<file path="config.mk">
export PLATFORM = sky130hd
export DESIGN_NAME = binary_to_bcd_serial_flat
export DESIGN_NICKNAME = d
export VERILOG_FILES = /design/src/rtl/binary_to_bcd_serial_pkg.sv /design/src/rtl/binary_to_bcd_serial_if.sv /design/src/rtl/binary_to_bcd_serial_digit_adjust.sv /design/src/rtl/binary_to_bcd_serial.sv /design/src/flat_wrapper.sv
export SDC_FILE = /design/constraint.sdc
export NUM_CORES = 1
export LEC_CHECK = 0
export ABC_AREA = 1
export BUFFER_PORTS_ARGS = -buffer_cell sky130_fd_sc_hd__clkbuf_2
export CAP_MARGIN = 20
export CORE_UTILIZATION = 40
export DETAILED_ROUTE_END_ITERATION = 10
export GPL_ROUTABILITY_DRIVEN = 0
export SYNTH_ARGS = -nofsm -noshare
export SYNTH_HDL_FRONTEND = slang
export SYNTH_SLANG_ARGS = --single-unit
</file>
<file path="constraint.sdc">
create_clock -name clock -period 1.9 [get_ports clock]
set_clock_uncertainty 0.1 [all_clocks]
set_input_delay 0.095 -clock clock [delete_from_list [all_inputs] [get_ports clock]]
set_output_delay 0.095 -clock clock [all_outputs]
set_load 0.02 [all_outputs]
</file>
<file path="src/rtl/binary_to_bcd_serial_pkg.sv">
// ---------------------------------------------------------------------------
// bcd_pkg
//   Shared types and constants for the serial binary-to-BCD converter.
//   - state_e        : converter FSM states (IDLE, CONVERT)
//   - BCD_DIGIT_W    : bits per packed BCD digit
//   - ADD3_THRESHOLD : digit value at or above which the pre-shift
//                      correction is applied
//   - ADD3_VALUE     : correction added to such a digit
// ---------------------------------------------------------------------------
package bcd_pkg;

  typedef enum logic [0:0] {
    IDLE    = 1'b0,
    CONVERT = 1'b1
  } state_e;

  localparam int BCD_DIGIT_W    = 4;
  localparam int ADD3_THRESHOLD = 5;
  localparam int ADD3_VALUE     = 3;

endpackage : bcd_pkg

</file>
<file path="src/rtl/binary_to_bcd_serial_if.sv">
// ---------------------------------------------------------------------------
// binary_to_bcd_serial_if
//   Start/done handshake bundle between the value source and the converter.
//   Parameters N (binary width) and DIGITS (BCD digit count) must match the
//   converter instance the bundle is connected to.
//   Signals:
//     start    : request conversion of bin (source -> converter)
//     bin      : unsigned binary value, N bits (source -> converter)
//     busy     : conversion in progress (converter -> source)
//     done     : one-cycle pulse, bcd/overflow just updated
//     bcd      : packed BCD result, digit 0 in bits [3:0]
//     overflow : last value did not fit in DIGITS decimal digits
//   Modports:
//     master : the value source / sink of the result
//     slave  : the converter
// ---------------------------------------------------------------------------
interface binary_to_bcd_serial_if #(
  parameter int N      = 9,
  parameter int DIGITS = 3
);

  logic                  start;
  logic [N-1:0]          bin;
  logic                  busy;
  logic                  done;
  logic [4*DIGITS-1:0]   bcd;
  logic                  overflow;

  modport master (
    output start,
    output bin,
    input  busy,
    input  done,
    input  bcd,
    input  overflow
  );

  modport slave (
    input  start,
    input  bin,
    output busy,
    output done,
    output bcd,
    output overflow
  );

endinterface : binary_to_bcd_serial_if

</file>
<file path="src/rtl/binary_to_bcd_serial_digit_adjust.sv">
// ---------------------------------------------------------------------------
// bcd_digit_adjust
//   Combinational double-dabble correction for one BCD digit: a digit of
//   ADD3_THRESHOLD or more gets ADD3_VALUE added so that the following left
//   shift carries correctly into the next decimal digit. The sum stays
//   within 4 bits for every digit value the algorithm can produce (0..9),
//   so no carry leaves the digit.
//   Ports:
//     digit_in  : current 4-bit scratch digit
//     digit_out : corrected digit
// ---------------------------------------------------------------------------
module bcd_digit_adjust
  import bcd_pkg::*;
(
  input  logic [BCD_DIGIT_W-1:0] digit_in,
  output logic [BCD_DIGIT_W-1:0] digit_out
);

  localparam logic [BCD_DIGIT_W-1:0] THRESH = BCD_DIGIT_W'(ADD3_THRESHOLD);
  localparam logic [BCD_DIGIT_W-1:0] ADDEND = BCD_DIGIT_W'(ADD3_VALUE);

  assign digit_out = (digit_in >= THRESH) ? (digit_in + ADDEND) : digit_in;

endmodule : bcd_digit_adjust

</file>
<file path="src/rtl/binary_to_bcd_serial.sv">
// ---------------------------------------------------------------------------
// binary_to_bcd_serial
//   Iterative shift-and-add-3 (double-dabble) converter. A value accepted
//   on a start edge is converted over N clock cycles; the packed BCD result
//   and an overflow flag are then held stable until the next conversion
//   completes.
//   Parameters:
//     N      : width of the binary input (N >= 1)
//     DIGITS : number of BCD digits produced
//   Ports:
//     clock  : system clock, all state changes on the rising edge
//     resetn : asynchronous active-low reset
//     bus    : handshake bundle (slave side), see binary_to_bcd_serial_if
//   Timing:
//     start accepted at edge 0 -> busy from edge 0 to edge N, one shift per
//     edge 1..N, done high for the cycle after edge N. A start seen during
//     the done cycle is accepted, so back-to-back conversions are N+1
//     cycles apart. Starts while busy are ignored.
// ---------------------------------------------------------------------------
module binary_to_bcd_serial
  import bcd_pkg::*;
#(
  parameter int N      = 9,
  parameter int DIGITS = 3
) (
  input  logic                  clock,
  input  logic                  resetn,
  binary_to_bcd_serial_if.slave bus
);

  localparam int BCD_W = BCD_DIGIT_W * DIGITS;
  localparam int CNT_W = $clog2(N + 1);

  localparam logic [CNT_W-1:0] CNT_LOAD = CNT_W'(N);
  localparam logic [CNT_W-1:0] CNT_LAST = CNT_W'(1);

  // FSM
  state_e state_reg;
  state_e state_next;

  // Scratch datapath: {digits, bin} form one long shift register
  logic [N-1:0]     bin_reg;
  logic [N-1:0]     bin_next;
  logic [N-1:0]     bin_shift;
  logic [BCD_W-1:0] digits_reg;
  logic [BCD_W-1:0] digits_next;
  logic [BCD_W-1:0] digits_adj;
  logic [BCD_W-1:0] digits_shift;
  logic             ovf_reg;
  logic             ovf_next;
  logic             ovf_shift;
  logic [CNT_W-1:0] cnt_reg;
  logic [CNT_W-1:0] cnt_next;

  // Registered outputs
  logic             busy_reg;
  logic             busy_next;
  logic             done_reg;
  logic             done_next;
  logic [BCD_W-1:0] bcd_reg;
  logic [BCD_W-1:0] bcd_next;
  logic             overflow_reg;
  logic             overflow_next;

  // Decoded conditions
  logic             accept;
  logic             last_shift;

  assign accept     = (state_reg == IDLE) && bus.start;
  assign last_shift = (state_reg == CONVERT) && (cnt_reg == CNT_LAST);

  // -------------------------------------------------------------------------
  // Per-digit add-3 correction, applied before every shift
  // -------------------------------------------------------------------------
  generate
    for (genvar gi = 0; gi < DIGITS; gi++) begin : g_adj
      bcd_digit_adjust u_adj (
        .digit_in  (digits_reg[gi*BCD_DIGIT_W +: BCD_DIGIT_W]),
        .digit_out (digits_adj[gi*BCD_DIGIT_W +: BCD_DIGIT_W])
      );
    end
  endgenerate

  // One left shift of {digits_adj, bin_reg}: the binary MSB enters digit 0
  // and whatever falls off the top digit is a decimal overflow.
  assign digits_shift = {digits_adj[BCD_W-2:0], bin_reg[N-1]};
  assign bin_shift    = bin_reg << 1;
  assign ovf_shift    = ovf_reg | digits_adj[BCD_W-1];

  // -------------------------------------------------------------------------
  // FSM: state register
  // -------------------------------------------------------------------------
  always_ff @(posedge clock or negedge resetn) begin
    if (!resetn) begin
      state_reg <= IDLE;
    end else begin
      state_reg <= state_next;
    end
  end

  // -------------------------------------------------------------------------
  // FSM: next-state logic
  // -------------------------------------------------------------------------
  always_comb begin
    state_next = state_reg;
    case (state_reg)
      IDLE: begin
        if (bus.start) begin
          state_next = CONVERT;
        end
      end
      CONVERT: begin
        if (cnt_reg == CNT_LAST) begin
          state_next = IDLE;
        end
      end
      default: state_next = IDLE;
    endcase
  end

  // -------------------------------------------------------------------------
  // FSM: output logic. Outputs are computed one cycle ahead and registered
  // so that busy/done/bcd/overflow all come straight from flops.
  // -------------------------------------------------------------------------
  always_comb begin
    busy_next     = (state_next == CONVERT);
    done_next     = last_shift;
    bcd_next      = bcd_reg;
    overflow_next = overflow_reg;
    if (last_shift) begin
      bcd_next      = digits_shift;
      overflow_next = ovf_shift;
    end
  end

  // -------------------------------------------------------------------------
  // Scratch datapath next values
  // -------------------------------------------------------------------------
  always_comb begin
    bin_next    = bin_reg;
    digits_next = digits_reg;
    ovf_next    = ovf_reg;
    cnt_next    = cnt_reg;
    if (accept) begin
      bin_next    = bus.bin;
      digits_next = '0;
      ovf_next    = 1'b0;
      cnt_next    = CNT_LOAD;
    end else if (state_reg == CONVERT) begin
      bin_next    = bin_shift;
      digits_next = digits_shift;
      ovf_next    = ovf_shift;
      cnt_next    = cnt_reg - CNT_LAST;
    end
  end

  // -------------------------------------------------------------------------
  // Datapath and output registers
  // -------------------------------------------------------------------------
  always_ff @(posedge clock or negedge resetn) begin
    if (!resetn) begin
      bin_reg      <= '0;
      digits_reg   <= '0;
      ovf_reg      <= 1'b0;
      cnt_reg      <= '0;
      busy_reg     <= 1'b0;
      done_reg     <= 1'b0;
      bcd_reg      <= '0;
      overflow_reg <= 1'b0;
    end else begin
      bin_reg      <= bin_next;
      digits_reg   <= digits_next;
      ovf_reg      <= ovf_next;
      cnt_reg      <= cnt_next;
      busy_reg     <= busy_next;
      done_reg     <= done_next;
      bcd_reg      <= bcd_next;
      overflow_reg <= overflow_next;
    end
  end

  assign bus.busy     = busy_reg;
  assign bus.done     = done_reg;
  assign bus.bcd      = bcd_reg;
  assign bus.overflow = overflow_reg;

endmodule : binary_to_bcd_serial

</file>
<file path="src/flat_wrapper.sv">
// flat-port wrapper written by rule: the top's interface ports become plain ports
module binary_to_bcd_serial_flat import bcd_pkg::*;
#(
  parameter int N      = 9,
  parameter int DIGITS = 3
)
  (clock, resetn, bus_start, bus_bin, bus_busy, bus_done, bus_bcd, bus_overflow);
  binary_to_bcd_serial_if #(.N(N), .DIGITS(DIGITS)) bus_i ();
  input  logic clock;
  input  logic resetn;
  input wire logic [$bits(bus_i.start)-1:0] bus_start;
  input wire logic [$bits(bus_i.bin)-1:0] bus_bin;
  output wire logic [$bits(bus_i.busy)-1:0] bus_busy;
  output wire logic [$bits(bus_i.done)-1:0] bus_done;
  output wire logic [$bits(bus_i.bcd)-1:0] bus_bcd;
  output wire logic [$bits(bus_i.overflow)-1:0] bus_overflow;
  assign bus_i.start = bus_start;
  assign bus_i.bin = bus_bin;
  assign bus_busy = bus_i.busy;
  assign bus_done = bus_i.done;
  assign bus_bcd = bus_i.bcd;
  assign bus_overflow = bus_i.overflow;
  binary_to_bcd_serial #(.N(N), .DIGITS(DIGITS)) u_core (.clock(clock), .resetn(resetn), .bus(bus_i));
endmodule
</file>
==> Word level (Yosys, flattened, before mapping) <==
Cells that the tools add are included.
{ "word_totals": {"ff_bits": 41, "output_inout_bits": 15, "elab_cells": 35} }
{ "op_classes": {"addsub": 4, "magnitude_cmp": 3, "eq_ne": 1, "n_mux": 14, "bitwise_logic": 2, "n_reduce_logical": 3} }
{ "ops": {"columns": ["operator", "count"], "rows": [
  ["two-way mux 12 bit", 2],
  ["two-way mux 4 bit", 5],
  ["two-way mux 9 bit", 2],
  ["adder 4 x 2 -> 4 bit, second input constant", 3],
  ["greater-or-equal comparator 4 x 3 -> 1 bit, second input constant", 3],
  ["== test 4 x 1 -> 1 bit, second input constant", 1],
  ["two-way mux 1 bit", 4],
  ["subtractor 4 x 1 -> 4 bit, second input constant", 1],
  ["logical AND 1 bit", 2],
  ["case mux 1 bit (2 select lines)", 1],
  ["nonzero test 2 bit", 1],
  ["inverter 1 bit", 1],
  ["OR 1 bit", 1]
]} }

==> Depth between registers and ports, before layout <==
Gate-level depths: netlist of run 1.
{ "logic_depth": {"depth_word": 5, "ltp_mapped": 10, "ltp_nobuf": 10} }

==> By module <==
Synthesis of run 1 repeated with hierarchy kept, for this count alone.
{ "hier_totals": {"hier_cells": 248, "hier_area_um2": 2107.0} }
{ "modules_own_cells": {"columns": ["mod", "n_inst", "cells_per_inst", "area_each_um2"], "rows": [
  ["binary_to_bcd_serial", 1, 179, 1701.6],
  ["bcd_digit_adjust", 3, 23, 135.1]
]} }

==> Worst setup path after synthesis of run 1 <==
Ideal clock, no wire load.
{ "synth_path": {"path_type": "flip-flop to flip-flop", "startpoint": "register u_core.digits_reg[0]", "endpoint": "register u_core.digits_reg[4]", "setup_ns": 0.126, "arrival_ns": 1.189, "slack_ns": 0.484, "stages_incl_launch_ff": 8, "period_less_slack_ns": 1.416, "cell_sequence": "dfrtp_1 -> inv_1 -> ha_1 -> inv_1 -> o21ai_0 -> o21ai_0 -> nand2_1 -> o21ai_0"} }
{ "synth_between": {"elab_chain_len": 4, "elab_cells_between_ends": 5, "classes_between": "add/sub: 1; order compare: 1; mux: 3"} }
{ "synth_lines": {"columns": ["item", "line_no", "rtl"], "rows": [
  ["from (decl)", "binary_to_bcd_serial.sv:45", "logic [BCD_W-1:0] digits_reg;"],
  ["from (signal assigned)", "binary_to_bcd_serial.sv:172", "digits_reg <= digits_next;"],
  ["adder 4 x 2 -> 4 bit / greater-or-equal comparator 4 x 3 -> 1 bit (equally long branches)", "binary_to_bcd_serial_digit_adjust.sv:22", "assign digit_out = (digit_in >= THRESH) ? (digit_in + ADDEND) : digit_in;"],
  ["two-way mux 4 bit (*)", "binary_to_bcd_serial_digit_adjust.sv:22", null],
  ["two-way mux 12 bit (*)", "binary_to_bcd_serial.sv:149", "end else if (state_reg == CONVERT) begin"],
  ["two-way mux 12 bit (*)", "binary_to_bcd_serial.sv:144", "if (accept) begin"]
]} }
Mark *: on every way between the ends. The rest lies on a longest branch, timed or not. The select of a mux whose other input is x is not followed.
A chain may end at the register's enable or synchronous reset.

==> Worst setup path after layout of run 1 <==
Ends and elaborated chain as after synthesis.

==> impl_metrics.ini, run 1 <==
[run_status]
status = finished, final reports clean

[synth]
ys_async_sr_fraction_pct = 100
syn_area_mm2 = 0.00198
ys_types = 24
synth_seq_area_share_pct = 51.9
synth.area.top_cells = dfrtp_1 52%, nand2_1 14%, ha_1 5.1%
synth_common_cells = 74 x nand2_1, 41 x dfrtp_1, 25 x inv_1
syn_inst = 225
yosysTopAreaCell = dfrtp_1
synth_area_per_cell_um2 = 8.78
ys_seq_elements = 41
synth_most_common_cell = nand2_1
syn_nets = 245
synth_edf_count = 0
yosysTopAreaCellShare_pct = 51.9
yosysWarnings = 0
synth_top_flop_cell = dfrtp_1

[grt]
grt_use_total_pct = 17.0
grt_pass1_wl_um = 6620
grt_max_degree = 27
grt_overflow = 0
grt_pass1_vias = 1478
antenna_found_initial = 0

[floorplanning]
ios = 27
core_mm2 = 0.00472
die_h_um = 72.3
start_util_pct = 41.8
die-area_mm2 = 0.00522
die_w_um = 72.3
rows = 25

[route]
wl_met3_um = 155
drc_errors = 0
wl_met1_um = 1830
top_layer = met4
initialDrtViolationCount = 81
vias = 1565
drt_pass1_iterations = 4
viasPerCell = 4.71
wl_per_cell_um = 11.8
met2_wirelength_um = 1860
drt_wl_total_um = 3910
ant_nets = 0

[critical_path]
cp_top_family = compound AO/OA/AOI/OAI gates
cp-start-kind = register
cp_num_buf_inv = 2
worstPathCellList = inv_1, ha_1, inv_1, o21ai_0, o21ai_0, nand2_1, o21ai_0
critPathKind = register to register
cp.arrival_ns = 1.64
cp_max_fo = 5
critical_path_required_ns = 1.97
crit_path_frequent_cell = o21ai_0
worstRegToRegCells = 7
endpoint_kind = register
reg2reg_from = u_core.digits_reg[0]
rrSetupSlack_ns = 0.33
r2r-end = u_core.digits_reg[4]
slowest_delay_ns = 0.41
slowest_stage = dfrtp_1

[sta]
finalSetupViolations = 0
fin_crit_ns = 1.57
fin_crit_sh_pct = 82.7
setup_tns_ns = 0
slew_headroom_pct = 58.1
final_max_slew_viol_count = 0
worstMarginPinSlew_ns = 0.628
rsz0062_at_grt = no
max_freq_mhz = 637
hold_viol = 0

[clock_network]
clk_pin_slew_ns = 0.07
clock-sinks = 41
ctsResizeCount = 0
clock_latency_ns = 0.29
ctsHoldBuffers = 10
root_buffer = clkbuf_8
cts_buffer_depth = 2
tritoncts = built
cts_buffers = 5
post_cts_buffers = 0
htreeDepth = 2

[min_path]
min_path_type = input port to register
min_from = bus_start
whs_endpoint = u_core.ovf_reg
min_path_cells = 4

[placed_design]
portBuffers = 26
hpwlAfterDp_um = 2610
dpl.cell_count = 315

[power_and_ir_drop]
vdd_ir_drop_max_mv = 0.599
p_leak_nw = 1.21
p_per_area_mw_per_mm2 = 1700

[final_layout]
area_delta_synth_final_pct = 19.1
antennaDiodeCount = 0
nFillCells = 464
drive_above_1_share_pct = 17.7
layout.cells.non_filler = 332
fin_nets = 285

[run]
cap_viol_max_count = 0
[area by class of cell]
type	instances	area, um^2	share of cell area, %
flip-flops and latches	41	1030	43.6
multi-input cells	149	791	33.6
repair buffers	39	253	10.7
inverters	29	114	4.84
clock buffers	7	86.3	3.67
well taps	67	83.8	3.56
[cells by family (layout without fill, tap and decap cells)]
group	after synthesis	after routing	share of synthesized area (%)
fa+ha+maj	8	8	5.07
simple gates	104	104	23.8
flops	41	41	51.9
buf+inv	35	75	8.04
compound gates	37	37	11.1
[metal layers]
metal | up-vias | global-route usage [%]
li1 | 810 | -
met1 | 708 | 21.5
met2 | 39 | 27.9
met3 | 8 | 3.61
met4 | 0 | 7.84
met5 | - | 0
[metrics by stage]
stage | instance area [um^2] | total power, W | worst slack (ns) | hold slack [ns] | utilization, %
2_1_floorplan | 1980 | 0.00298 | 0.484 | -0.301 | -
6_report | 2350 | 0.00400 | 0.329 | 0.0502 | 49.8
3_5_place_dp | 2170 | 0.00344 | 0.352 | 0.0491 | 45.9
5_1_grt | 2350 | 0.00438 | 0.154 | 0.140 | 49.8
4_1_cts | 2350 | 0.00404 | 0.331 | 0.0456 | 49.8
3_3_place_gp | 2170 | 0.00342 | 0.380 | 0.0557 | 45.9
[worst max path at each step]
stage,slack [ns],from,endpoint,depth (start not counted)
after floorplan,0.48,u_core.digits_reg[0],u_core.digits_reg[4],7
after global placement,0.38,u_core.digits_reg[1],u_core.digits_reg[2],7
after detailed placement,0.35,u_core.digits_reg[0],u_core.digits_reg[4],7
after CTS,0.33,u_core.digits_reg[0],u_core.digits_reg[4],7
after global routing,0.15,u_core.digits_reg[0],u_core.digits_reg[4],7
final,0.33,u_core.digits_reg[0],u_core.digits_reg[4],7
[tightest hold or removal path, stage by stage]
cell      delay, ns
clkbuf_2       0.09
inv_1          0.06
a21oi_1        0.12
a21oi_1        0.05
[power breakdown]
| group | total, W | switching (W) | leakage, nW | internal, W |
|---|---|---|---|---|
| Combinational | 0.00190 | 0.00123 | 0.660 | 0.000662 |
| Clock | 0.000574 | 0.000286 | 0.0443 | 0.000288 |
| Sequential | 0.00153 | 0.000254 | 0.507 | 0.00127 |
[cell usage in the layout, fill, tap and decap left out, types with 2 or more instances in the layout]
cell type / netlist / routed
nand2_1: 74 / 74
o22ai_1: 4 / 4
nand3_2: 5 / 5
inv_2: 2 / 2
clkbuf_8: 0 / 6
a21oi_1: 5 / 5
inv_4: 2 / 2
buf_4: 0 / 3
o221ai_1: 5 / 5
nand3_1: 18 / 18
ha_1: 8 / 8
dlygate4sd3_1: 0 / 10
o21ai_0: 16 / 16
o211ai_1: 3 / 3
clkbuf_2: 0 / 26
nor2_1: 4 / 4
inv_1: 25 / 25
dfrtp_1: 41 / 41
o21ai_1: 2 / 2
Note: power is estimated with default switching activity, not from simulation.
==> run 2, diff against run 1 <==
- clock period: 1.9 -> 1.3 ns (I/O delays scaled with it)
==> impl_metrics.ini, run 2 (synthesis gave the netlist of run 1 again) <==
[grt]
grt_overflow = 0
antenna_found_initial = 0
grt_pass1_wl_um = 7760
grt_use_total_pct = 19.7
grt_max_degree = 42
grt_pass1_vias = 1675

[min_path]
min_path_cells = 4
whs_endpoint = u_core.digits_reg[11]
min_from = bus_start
min_path_type = input port to register

[power_and_ir_drop]
power_w = 0.00756
vdd_ir_drop_max_mv = 1.20
p_leak_nw = 1.40
p_per_area_mw_per_mm2 = 2640

[final_layout]
antennaDiodeCount = 0
fin_nets = 310
layout_commonest_cell = nand2_1
layout.cells.non_filler = 358
final_cell_mix = 58 x nand2_1, 41 x dfrtp_1, 26 x clkbuf_2
drive_above_1_share_pct = 44.0
final_core_util_pct = 60.5
nFillCells = 380
area_delta_synth_final_pct = 44.7

[critical_path]
critPathKind = register to register
worstRegToRegCells = 7
reg2reg_from = u_core.digits_reg[1]
cp_max_fo = 4
worstPathCellList = inv_2, ha_4, inv_4, o21ai_4, nand3_2, nand3_1, nand2_1
slowest_delay_ns = 0.39
cp.arrival_ns = 1.49
r2r-end = u_core.digits_reg[1]
critical_path_required_ns = 1.38
endpoint_kind = register
slowest_stage = dfrtp_1
cp-start-kind = register
rrSetupSlack_ns = -0.11

[sta]
max_freq_mhz = 710
setup_ws_ns = -0.109
fin_crit_ns = 1.41
setup_tns_ns = -0.952
rsz0062_at_grt = yes
finalSetupViolations = 16
final_max_slew_viol_count = 0
worstMarginPinSlew_ns = 0.245
hold_viol = 0
fin_crit_sh_pct = 108
slew_headroom_pct = 83.7

[clock_network]
htreeDepth = 2
cts_buffer_depth = 2
root_buffer = clkbuf_8
clk_pin_slew_ns = 0.08
tritoncts = built
clock-sinks = 41
cts_buffers = 5
clock_latency_ns = 0.29

[run]
cap_viol_max_count = 0

[route]
ant_nets = 0
drt_wl_total_um = 4740
viasPerCell = 4.72
initialDrtViolationCount = 76
drt_pass1_iterations = 4
wl_per_cell_um = 13.2
vias = 1689
drc_errors = 0

[floorplanning]
die_w_um = 72.3
rows = 25
core_mm2 = 0.00472
start_util_pct = 41.8
die-area_mm2 = 0.00522
die_h_um = 72.3
ios = 27

[run_status]
violations = negative setup slack
status = complete, but fails checks

[placed_design]
dpl.cell_count = 332
portBuffers = 26
hpwlAfterDp_um = 2790
pre_cts_ws_ns = -0.110
run 2: cell types whose count changed in the layout (fill, tap and decap cells not counted), moves of 3 or more:
cell     before  now
buf_12        0    3
buf_4         3   21
buf_6         0    3
ha_1          8    2
ha_4          0    6
inv_1        25   13
inv_2         2   13
nand2_1      74   58
nand2_2       1   13
nand2_4       1    5
nand3_1      18    4
nand3_2       5   19
o21ai_0      16    8
o21ai_1       2    6
run 2: what timing repair did:
action,in CTS,in global routing
gates resized for setup,40,37
pin swaps,16,20
gates cloned,0,1
setup endpoints to repair,22,25
hold buffers,10,0
setup buffers,4,3
endpoints found under the hold margin,50,0
run 2: layout make-up:
| class | count | area (um^2) | area share, % |
|---|---|---|---|
| multi-input cells | 149 | 1040 | 36.4 |
| repair buffers | 64 | 507 | 17.7 |
| flip-flops and latches | 41 | 1030 | 35.9 |
| clock inverters | 2 | 10.0 | 0.350 |
| inverters | 29 | 119 | 4.16 |
| clock buffers | 6 | 72.6 | 2.54 |
| well taps | 67 | 83.8 | 2.93 |
run 2: critical path: cells and delay by family (launching register included):
family	cells	cell delay [ns]
AOI/OAI and AO/OA	1	0.23
buffers and inverters	2	0.15
adders and majority gates	1	0.15
DFF	1	0.39
and+or+nand+nor	3	0.30
run 2: per-stage QoR:
| stage | hold WS, ns | instance area, um^2 |
|---|---|---|
| 2_1_floorplan | -0.331 | 1990 |
| 3_3_place_gp | -0.0384 | 2330 |
| 3_5_place_dp | -0.0424 | 2330 |
| 4_1_cts | 0.0112 | 2680 |
| 5_1_grt | 0.0309 | 2860 |
| 6_report | 0.00927 | 2860 |
run 2: how the worst max path moves through the flow:
stage                    startpoint              endpoint  slack (ns)  cells past startpoint
2_1_floorplan  u_core.digits_reg[4]  u_core.digits_reg[5]      -0.003                      8
3_3_place_gp   u_core.digits_reg[8]  u_core.digits_reg[9]       -0.09                      9
3_5_place_dp   u_core.digits_reg[8]  u_core.digits_reg[9]       -0.11                      9
4_1_cts        u_core.digits_reg[5]  u_core.digits_reg[5]       -0.05                      8
5_1_grt        u_core.digits_reg[1]  u_core.digits_reg[1]       -0.17                      7
6_report       u_core.digits_reg[1]  u_core.digits_reg[1]       -0.11                      7
run 2: per-layer routing:
metal | wire length [um] | vias to the layer above | global-route usage [%]
li1 | - | 857 | -
met1 | 2080 | 800 | 23.2
met2 | 2490 | 28 | 34.6
met3 | 120 | 4 | 5.00
met4 | 42 | 0 | 6.97
met5 | 0 | - | 0
run 2: report_power, final:
part	switching (W)	internal [W]	leakage, nW
combinational	0.00253	0.00192	0.853
sequential	0.000436	0.00186	0.507
clock	0.000435	0.000372	0.0450
total	0.00341	0.00415	1.40
==> run 3, diff against run 2 <==
- REMOVE_ABC_BUFFERS: not set -> 1
- SKIP_LAST_GASP: not set -> 1
- clock period: 1.3 -> 1.6 ns (I/O delays scaled with it)
==> impl_metrics.ini, run 3 (synthesis gave the netlist of run 1 again) <==
[run_status]
status = finished, final reports clean

[final_layout]
fin_nets = 289
design_area_mm2 = 0.00241
layout_commonest_cell = nand2_1
drive_above_1_share_pct = 20.8
antennaDiodeCount = 0
final_cell_mix = 73 x nand2_1, 40 x dfrtp_1, 26 x clkbuf_2
area_delta_synth_final_pct = 22.1
final_core_util_pct = 51.1

[clock_network]
htreeDepth = 2
root_buffer = clkbuf_8
cts_buffer_depth = 2
clk_pin_slew_ns = 0.08
clock_latency_ns = 0.30
post_cts_buffers = 0
clock-sinks = 41
tritoncts = built
cts_buffers = 5

[floorplanning]
rows = 25
ios = 27
die_h_um = 72.3
core_mm2 = 0.00472
die-area_mm2 = 0.00522
start_util_pct = 41.8
die_w_um = 72.3

[route]
vias = 1588
initialDrtViolationCount = 80
met2_wirelength_um = 1840
drc_errors = 0
wl_met1_um = 1920
drt_wl_total_um = 3990
top_layer = met4
drt_pass1_iterations = 4
wl_met3_um = 110
ant_nets = 0
viasPerCell = 4.73
wl_per_cell_um = 11.9

[critical_path]
critPathKind = register to register
slowest_stage = dfrtp_1
cp_num_buf_inv = 2
reg2reg_from = u_core.digits_reg[5]
cp-start-kind = register
endpoint_kind = register
cp_top_family = flip-flops
crit_path_start = u_core.digits_reg[5]
worstPathCellList = inv_1, ha_1, inv_1, o21ai_2, nand2_2, nand2_1, nand3_1, nand2_1
slowest_delay_ns = 0.42
cp.arrival_ns = 1.59
cp_max_fo = 4
critical_path_required_ns = 1.74

[placed_design]
hpwlAfterDp_um = 2710
portBuffers = 26
placed_area_mm2 = 0.00221

[sta]
final_max_slew_viol_count = 0
whs_ns = 0.0706
slew_headroom_pct = 69.1
fin_crit_ns = 1.45
rsz0062_at_grt = no
setup_tns_ns = 0
finalSetupViolations = 0
fin_crit_sh_pct = 90.4
hold_viol = 0
worstMarginPinSlew_ns = 0.464
max_freq_mhz = 692

[power_and_ir_drop]
p_leak_nw = 1.23
vdd_ir_drop_max_mv = 0.638
p_seq_share_pct = 37.5
p_sw_w = 0.00215
pwr-share-clk_pct = 14.2
p_comb_share_pct = 48.3
p_int_w = 0.00272
p_per_area_mw_per_mm2 = 2020
swShare_pct = 44.2

[grt]
grt_pass1_wl_um = 7170
grt_pass1_vias = 1617
grt_overflow = 0
grt_use_total_pct = 18.2
antenna_found_initial = 0
grt_max_degree = 26

[min_path]
min_from = bus_start
min_path_type = input port to register

[run]
cap_viol_max_count = 0
-- run 3: worst paths after layout --
path,end,slack [ns],cells past startpoint
min in group asynchronous,u_core.bus.bcd[5],0.16,2
setup reg to reg,u_core.digits_reg[6],0.15,8
hold reg to reg,u_core.bus.bcd[10],0.38,2
setup / recovery,u_core.digits_reg[6],0.15,8
max in group asynchronous,u_core.digits_reg[8],0.75,3
hold / removal,u_core.ovf_reg,0.07,4
-- run 3: power groups by stage --
stage	registers (W)	clock network, W	logic, W
2_1_floorplan	0.00203	0	0.00144
3_3_place_gp	0.00183	0	0.00230
3_5_place_dp	0.00183	0	0.00232
4_1_cts	0.00182	0.000713	0.00234
5_1_grt	0.00189	0.000735	0.00276
6_report	0.00183	0.000689	0.00235
-- run 3: per-stage QoR --
step	std cells	worst slack, ns	total power (W)
3_5_place_dp	319	0.0393	0.00415
5_1_grt	336	0.0143	0.00538
3_3_place_gp	319	0.0572	0.00412
2_1_floorplan	219	0.0679	0.00346
6_report	336	0.154	0.00487
4_1_cts	336	0.0306	0.00487
-- run 3: final cells by class --
type                            instances  area, um^2
Clock buffer                            7        86.3
Inverter                               29         116
Timing Repair Buffer                   43         295
Fill cell                             456        2310
Sequential cell                        41        1030
Multi-Input combinational cell        149         803
Tap cell                               67        83.8
-- run 3: layer usage --
metal	up-vias	global-route usage, %
met3	10	3.33
met4	0	9.15
met2	31	30.2
met5	-	0
met1	724	22.6
li1	823	-
-- run 3: tightest hold or removal path: stages --
cell and delay [ns]:
clkbuf_2 0.10, inv_1 0.06, a21oi_1 0.13, a21oi_1 0.05
-- run 3: repair_timing --
action                                  CTS  global route
hold buffers                             10             0
endpoints found under the setup margin    0            15
resized for setup                         0             7
endpoints found under the hold margin    32             0
